### config.mk
export PLATFORM = sky130hd
export DESIGN_NAME = mem_dp
export DESIGN_NICKNAME = d
export VERILOG_FILES = /design/src/rtl/mem_pkg.sv /design/src/rtl/mem_rd_pipe.sv /design/src/rtl/mem_dp.sv
export SDC_FILE = /design/constraint.sdc
export NUM_CORES = 2
export LEC_CHECK = 0
export BUFFER_PORTS_ARGS = -buffer_cell sky130_fd_sc_hd__buf_2
export CORE_MARGIN = 2
export CORE_UTILIZATION = 59
export CTS_CLUSTER_DIAMETER = 60
export DETAILED_ROUTE_END_ITERATION = 7
export PLACE_DENSITY_LB_ADDON = 0.12
export RECOVER_POWER = 50
export SYNTH_ARGS = -nofsm -noshare
export SYNTH_HDL_FRONTEND = slang
export SYNTH_SLANG_ARGS = --single-unit
### constraint.sdc
create_clock -name clk_i -period 15.27 [get_ports clk_i]
set_input_delay 0 -clock clk_i [delete_from_list [all_inputs] [get_ports clk_i]]
set_output_delay 0 -clock clk_i [all_outputs]
set_load 0.01 [all_outputs]
### src/rtl/mem_pkg.sv
// Shared types and limits for the simple-dual-port RAM block.
package mem_pkg;
   typedef enum logic {CLEAR, READY} mem_state_e;
   localparam int MAX_LAT = 3;
endpackage

### src/rtl/mem_rd_pipe.sv
// Read-return pipeline: LAT stages of data+valid, data only advances with a valid beat.
module mem_rd_pipe #(
   parameter int DATA = 8,
   parameter int LAT  = 1
) (
   input  logic            clk_i,
   input  logic            rst_i,
   input  logic            vld_i,
   input  logic [DATA-1:0] dat_i,
   output logic            vld_o,
   output logic [DATA-1:0] dat_o
);
   logic [LAT-1:0]           vld_q, vld_d;
   logic [LAT-1:0][DATA-1:0] dat_q, dat_d;

   always_comb begin
      vld_d    = '0;
      dat_d    = '0;
      vld_d[0] = vld_i;
      dat_d[0] = dat_i;
      for (int k = 1; k < LAT; k++) begin
         vld_d[k] = vld_q[k-1];
         dat_d[k] = dat_q[k-1];
      end
   end

   // Data registers hold when no valid beat arrives, so rdata keeps its last value.
   always_ff @(posedge clk_i or posedge rst_i) begin
      if (rst_i) begin
         vld_q <= '0;
         dat_q <= '0;
      end else begin
         vld_q <= vld_d;
         for (int k = 0; k < LAT; k++)
            if (vld_d[k]) dat_q[k] <= dat_d[k];
      end
   end

   assign vld_o = vld_q[LAT-1];
   assign dat_o = dat_q[LAT-1];
endmodule

### src/rtl/mem_dp.sv
// Simple-dual-port RAM with byte enables, pipelined read, collision policy and
// a self-clearing sequence after reset.
module mem_dp
   import mem_pkg::*;
#(
   parameter int DATA   = 8,
   parameter int ADDR   = 8,
   parameter int LAT    = 1,
   parameter int BYPASS = 1
) (
   input  logic              clk_i,
   input  logic              rst_i,
   input  logic              we_i,
   input  logic [ADDR-1:0]   waddr_i,
   input  logic [DATA-1:0]   wdata_i,
   input  logic [DATA/8-1:0] wbe_i,
   input  logic              re_i,
   input  logic [ADDR-1:0]   raddr_i,
   output logic [DATA-1:0]   rdata_o,
   output logic              rvalid_o,
   output logic              busy_o
);
   localparam int NB    = DATA / 8;
   localparam int DEPTH = 1 << ADDR;
   localparam int PLAT  = (LAT < 1) ? 1 : ((LAT > MAX_LAT) ? MAX_LAT : LAT);

   mem_state_e      state_q;
   logic [ADDR-1:0] cnt_q;
   logic            busy_q;
   logic [DATA-1:0] mem_q [DEPTH];

   logic            wr_en, rd_en, hit;
   logic [DATA-1:0] rd_word;

   assign wr_en = we_i & ~busy_q;
   assign rd_en = re_i & ~busy_q;
   assign hit   = wr_en & rd_en & (waddr_i == raddr_i);

   always_ff @(posedge clk_i or posedge rst_i) begin
      if (rst_i) begin
         state_q <= CLEAR;
         cnt_q   <= '0;
         busy_q  <= 1'b1;
      end else begin
         case (state_q)
            CLEAR: begin
               cnt_q <= cnt_q + 1'b1;
               if (cnt_q == '1) begin
                  state_q <= READY;
                  busy_q  <= 1'b0;
               end
            end
            default: ;
         endcase
      end
   end

   // The array itself is never reset; the clear sequence zeroes it one word per cycle.
   always_ff @(posedge clk_i) begin
      if (busy_q)
         mem_q[cnt_q] <= '0;
      else if (wr_en)
         for (int i = 0; i < NB; i++)
            if (wbe_i[i]) mem_q[waddr_i][8*i +: 8] <= wdata_i[8*i +: 8];
   end

   always_comb begin
      rd_word = mem_q[raddr_i];
      if (BYPASS != 0 && hit)
         for (int i = 0; i < NB; i++)
            if (wbe_i[i]) rd_word[8*i +: 8] = wdata_i[8*i +: 8];
   end

   mem_rd_pipe #(.DATA(DATA), .LAT(PLAT)) u_pipe (
      .clk_i (clk_i),
      .rst_i (rst_i),
      .vld_i (rd_en),
      .dat_i (rd_word),
      .vld_o (rvalid_o),
      .dat_o (rdata_o)
   );

   assign busy_o = busy_q;
endmodule

[Word-level counts from Yosys, hierarchy flattened]
Memory sizes are Yosys's and may differ from the RTL's.
Index checks and enable logic that the tools add are counted.
Operators by class
  add/sub/neg operators: 1
  reduce and logical (&&, ||, !) cells: 2
  muxes and demuxes: 13
  bitwise logic cells: 6
  equal/unequal tests: 2
Operators with widths (number)
  8-bit 2-to-1 mux: 4
  1-bit 2-to-1 mux: 9
  8-bit by 1-bit adder with 8-bit output (second input constant): 1
  8-bit equality test: 1
  8-bit equality test (second input constant): 1
  8-bit OR reduction: 1
  1-bit bitwise AND: 4
  1-bit inverter: 2
  2-bit AND reduction: 1
Word-level totals
  bits in writable memories: 2048
  memories: 1
  word-level logic and storage cells: 30
  output and inout bits: 10
  register bits: 19
  bits of input ports: 29
Memory list
  mem_q: words 256, width 8, read ports 1, clocked after Yosys merged registers in 0, write ports 1, RTL line mem_dp.sv:30  | logic [DATA-1:0] mem_q [DEPTH];

[Longest topological paths before layout]
  depth after elaboration: 7
  mapped depth: 13
  mapped depth without buffers: 7

[By module]
From an unflattened synthesis, not the netlist that was laid out.
Second synthesis, totals
  cell total of the unflattened synthesis: 4093
  area total of the unflattened synthesis: 80758.7 sq um
Modules (own cells, without submodules)
  mem_dp: area an instance 80398.4 sq um, instances 1, cells each 4074, seq. area each 61750.5 sq um
  mem_rd_pipe: area an instance 360.3 sq um, instances 1, cells each 19, seq. area each 225.2 sq um

[Worst setup path after synthesis]
No wires, ideal clock.
  kind: flip-flop to flip-flop
  start point: register busy_q, in the netlist busy_o
  end point: memory mem_q[0][0] (data pin)
  arrival time: 4233 ps
  period minus slack after synthesis: 5102 ps
  path buffers: 2
  library setup time: 870 ps
  stages on the path, launching flop included: 5
  required time: 14400 ps
  path slack: 10168 ps
  cells stage by stage: dfstp_2 and3b_1 buf_2 clkbuf_1 and2_1
Between the ends
  cells in the longest elaborated chain, start to end: 7
RTL lines
  from (decl): RTL line mem_dp.sv:29  | logic busy_q;
  from (signal assigned): RTL line mem_dp.sv:43  | busy_q <= 1'b1;
  from (signal assigned): RTL line mem_dp.sv:50  | busy_q <= 1'b0;
  1-bit inverter: RTL line mem_dp.sv:35  | assign wr_en = we_i & ~busy_q;
  1-bit bitwise AND: RTL line mem_dp.sv:35
  1-bit 2-to-1 mux: RTL line mem_dp.sv:62  | else if (wr_en)
  1-bit 2-to-1 mux *: RTL line mem_dp.sv:60  | if (busy_q)
  1-bit 2-to-1 mux (not written as such) *: RTL line mem_dp.sv:64  | if (wbe_i[i]) mem_q[waddr_i][8*i +: 8] <= wdata_i[8*i +: 8];
  8-bit OR reduction (no line) *
  8-bit 2-to-1 mux (no line) *
  to (decl): RTL line mem_dp.sv:30
Mark *: on every way between the ends. The rest lies on a longest branch, timed or not.

[Worst setup path after layout]
  start point: register busy_q, in the netlist busy_o
  end point: memory mem_q[163][4] (data pin)
The elaborated chain is that of the path after synthesis.

==> metrics.cfg <==
[clock_tree]
cts.clk_slew.worst_paths_ns=0.06
numCtsBuffers=201
cts-htree-levels=4
cts_tree=done
cts_num_sinks=2067
clockRootBuffer=clkbuf_16
clkLatencyLatePin_ns=0.84
cts_resized=0
cts.path.max_buffers=3

[route]
wl_per_cell_microns=32.88
drc_errors=0
drt_iter0_markers=4951
wl_mm=189.2
postRouteAntennaNets=0
dr.pass1.iters=6
num_vias=38620
vias_per_cell=6.711

[critical_path]
ff2ff_setup_slack_ns=6.13
ff2ff_path_depth=4
critPathRequiredTime_ns=15.33
cp-startpoint=busy_o
endpoint_kind=flip-flop
arrival_ns=9.19
crit_fanout=85
path_class=reg -> reg
rr_endpoint=mem_q[163][4]
crit_path_start_kind=flip-flop
r2r-start=busy_o

[logic_synthesis]
syn_nets=3735
avgSynthCellArea_sq_um=21.65
ys_ff_latch=2067
synth_warnings=0
yosys-top-cells-area=edfxtp_1 (77%), mux4_2 (15%), nor2_1 (1.3%)
synthCells=3705
synthesis.area_sq_mm=0.08020
ys_seq_area_share_pct=77.28
synth_top_area_cell=edfxtp_1
synth_ff_type=edfxtp_1
async_reset_ff_share_pct=0.9192
synth_edf_count=2048
yosysTopAreaCellShare_pct=76.68
yosysUniqueCellTypes=56

[floorplan]
ioPinCount=39
rows=135
fp.dieH_microns=372.7
die_w_microns=372.7
initial_utilization_pct=59.35
coreArea_sq_mm=0.1351
dieArea_sq_mm=0.1389

[timing]
tns_ns=0
worst_pin_slew_ns=5.203
setup_slack_ns=6.134
rsz0062_at_grt=false
slew_headroom_pct=-246.8
fin_crit_ns=9.136
max_freq_ghz=0.1095
fin_hold_ws_ns=0.1397
fin_crit_sh_pct=59.83
drv_slew=853
hold_viol_final=0
finalSetupViolations=0
skew_ns=0.03677

[run_status]
run_status=finished, violations left
violations=max-capacitance violations, max-slew violations

[finish]
final_cell_mix=edfxtp_1 (2048), mux4_2 (530), nor2_1 (278), clkbuf_16 (202), nand2_1 (80)
area_delta_synth_final_pct=10.55
fill_cells=8654
fin_nets=3829
final_core_util_pct=65.61
final_area_sq_mm=0.08866
layout_commonest_cell=edfxtp_1
drive_gt1_share_pct=23.01
finalNonFillerCells=5755

[hold_path]
min_path_cells=4
hold_start=wdata_i[5]
hp-class=in -> reg
min_to=u_pipe.dat_o[5]

[placed_design]
dp_hpwl_mm=113.3
pre_cts_ws_ns=10.44
dpl.cell_count=5360
place.gp.congestion=0.8627
postPlaceCellArea_sq_mm=0.08196
numPortBuffers=38

[global_route]
antenna_found_initial=17
grt.overflow.total=0
grt_pass1_wl_mm=274.7
grt_start_max_net_pins=179
grt_pass1_vias=38960
grtUsageTotal_pct=27.58

[pwr]
irDropWorstVdd_v=0.0001134
power_mw=11.65
power_density_mw_per_mm2=131.4
p_leak_nw=27.50

[job]
cap_violations=12

-- layout make-up --
class / count / area (sq um) / share of cell area [%]
flip-flops and latches: 2067 / 61980 / 69.90
clock buffers: 232 / 5177 / 5.840
well taps: 1781 / 2228 / 2.513
inverters: 5 / 18.77 / 0.02117
repair buffers: 109 / 853.3 / 0.9625
clock inverters: 139 / 1383 / 1.559
multi-input cells: 1415 / 17010 / 19.18
diodes: 7 / 17.52 / 0.01976
-- Yosys cell counts, types with 4 or more instances --
| cell type | number |
|---|---|
| nand2_1 | 80 |
| dfrtp_1 | 18 |
| o221ai_1 | 16 |
| o22a_1 | 14 |
| nand2b_1 | 16 |
| a21boi_0 | 6 |
| edfxtp_1 | 2048 |
| a22o_1 | 4 |
| a22oi_1 | 66 |
| nand3_1 | 38 |
| a211oi_1 | 14 |
| nor2b_1 | 17 |
| or4_1 | 5 |
| inv_1 | 5 |
| mux4_2 | 530 |
| o21ai_0 | 16 |
| buf_6 | 32 |
| a21oi_1 | 16 |
| buf_2 | 64 |
| o31ai_1 | 4 |
| mux2i_1 | 48 |
| clkbuf_1 | 79 |
| nand3b_1 | 9 |
| nor3_1 | 44 |
| nand4_1 | 7 |
| or2_2 | 5 |
| buf_4 | 27 |
| nor2_1 | 278 |
| o22ai_1 | 70 |
| buf_1 | 16 |
| a31oi_1 | 11 |
| a221o_1 | 5 |
| or3_1 | 10 |
| nor4_1 | 17 |
| o21ai_1 | 6 |
| a32o_1 | 6 |
| and2_1 | 17 |
| xnor2_1 | 12 |
-- cells by family after synthesis --
group	synth area share, %
buffers and inverters	1.569
AO/OA/AOI/OAI	2.314
adder cells (fa/ha/maj)	0.01560
AND/OR/NAND/NOR	3.162
flip-flops	77.28
XOR/XNOR	0.1638
multiplexers	15.50
-- layer usage --
metal	vias up	GRT usage [%]	wire, microns
li1	15770	-	-
met1	20580	40.84	75140
met2	1936	41.84	89290
met3	318	5.594	18400
met4	14	9.488	6262
met5	-	0	125
-- flip-flops by register name, summed over array words and instances (netlist names) --
signal and count:
state_q 1, u_pipe.dat_o 8, u_pipe.vld_o 1, cnt_q 8, busy_o 1, mem_q 2048
-- power by group --
part / total, mW / internal [mW] / leakage, nW / switching (mW)
logic: 0.492 / 0.182 / 5.24 / 0.310
registers: 6.23 / 6.22 / 19.1 / 0.00891
clock network: 4.92 / 2.84 / 3.20 / 2.09
-- critical path, cell delays in order (launching register included) --
cell      delay [ns]
dfstp_1         0.51
and3b_1         0.28
clkbuf_1        1.31
and2_0          3.30
clkbuf_1        2.84
-- how the worst max path moves through the flow --
stage	end	slack, ns	cells past startpoint
2_1_floorplan	mem_q[0][0]	10.17	4
3_3_place_gp	u_pipe.dat_o[3]	10.48	9
3_5_place_dp	u_pipe.dat_o[3]	10.44	9
4_1_cts	u_pipe.dat_o[2]	10.91	11
5_1_grt	mem_q[167][4]	5.54	4
6_report	mem_q[163][4]	6.13	4
-- timing repair --
item | CTS | global route
endpoints found under the hold margin | 133 | 0
hold buffers | 17 | 0
buffers inserted | 0 | 0
endpoints found under the setup margin | 0 | 0
No activity file was read; power rests on OpenSTA's default activity.
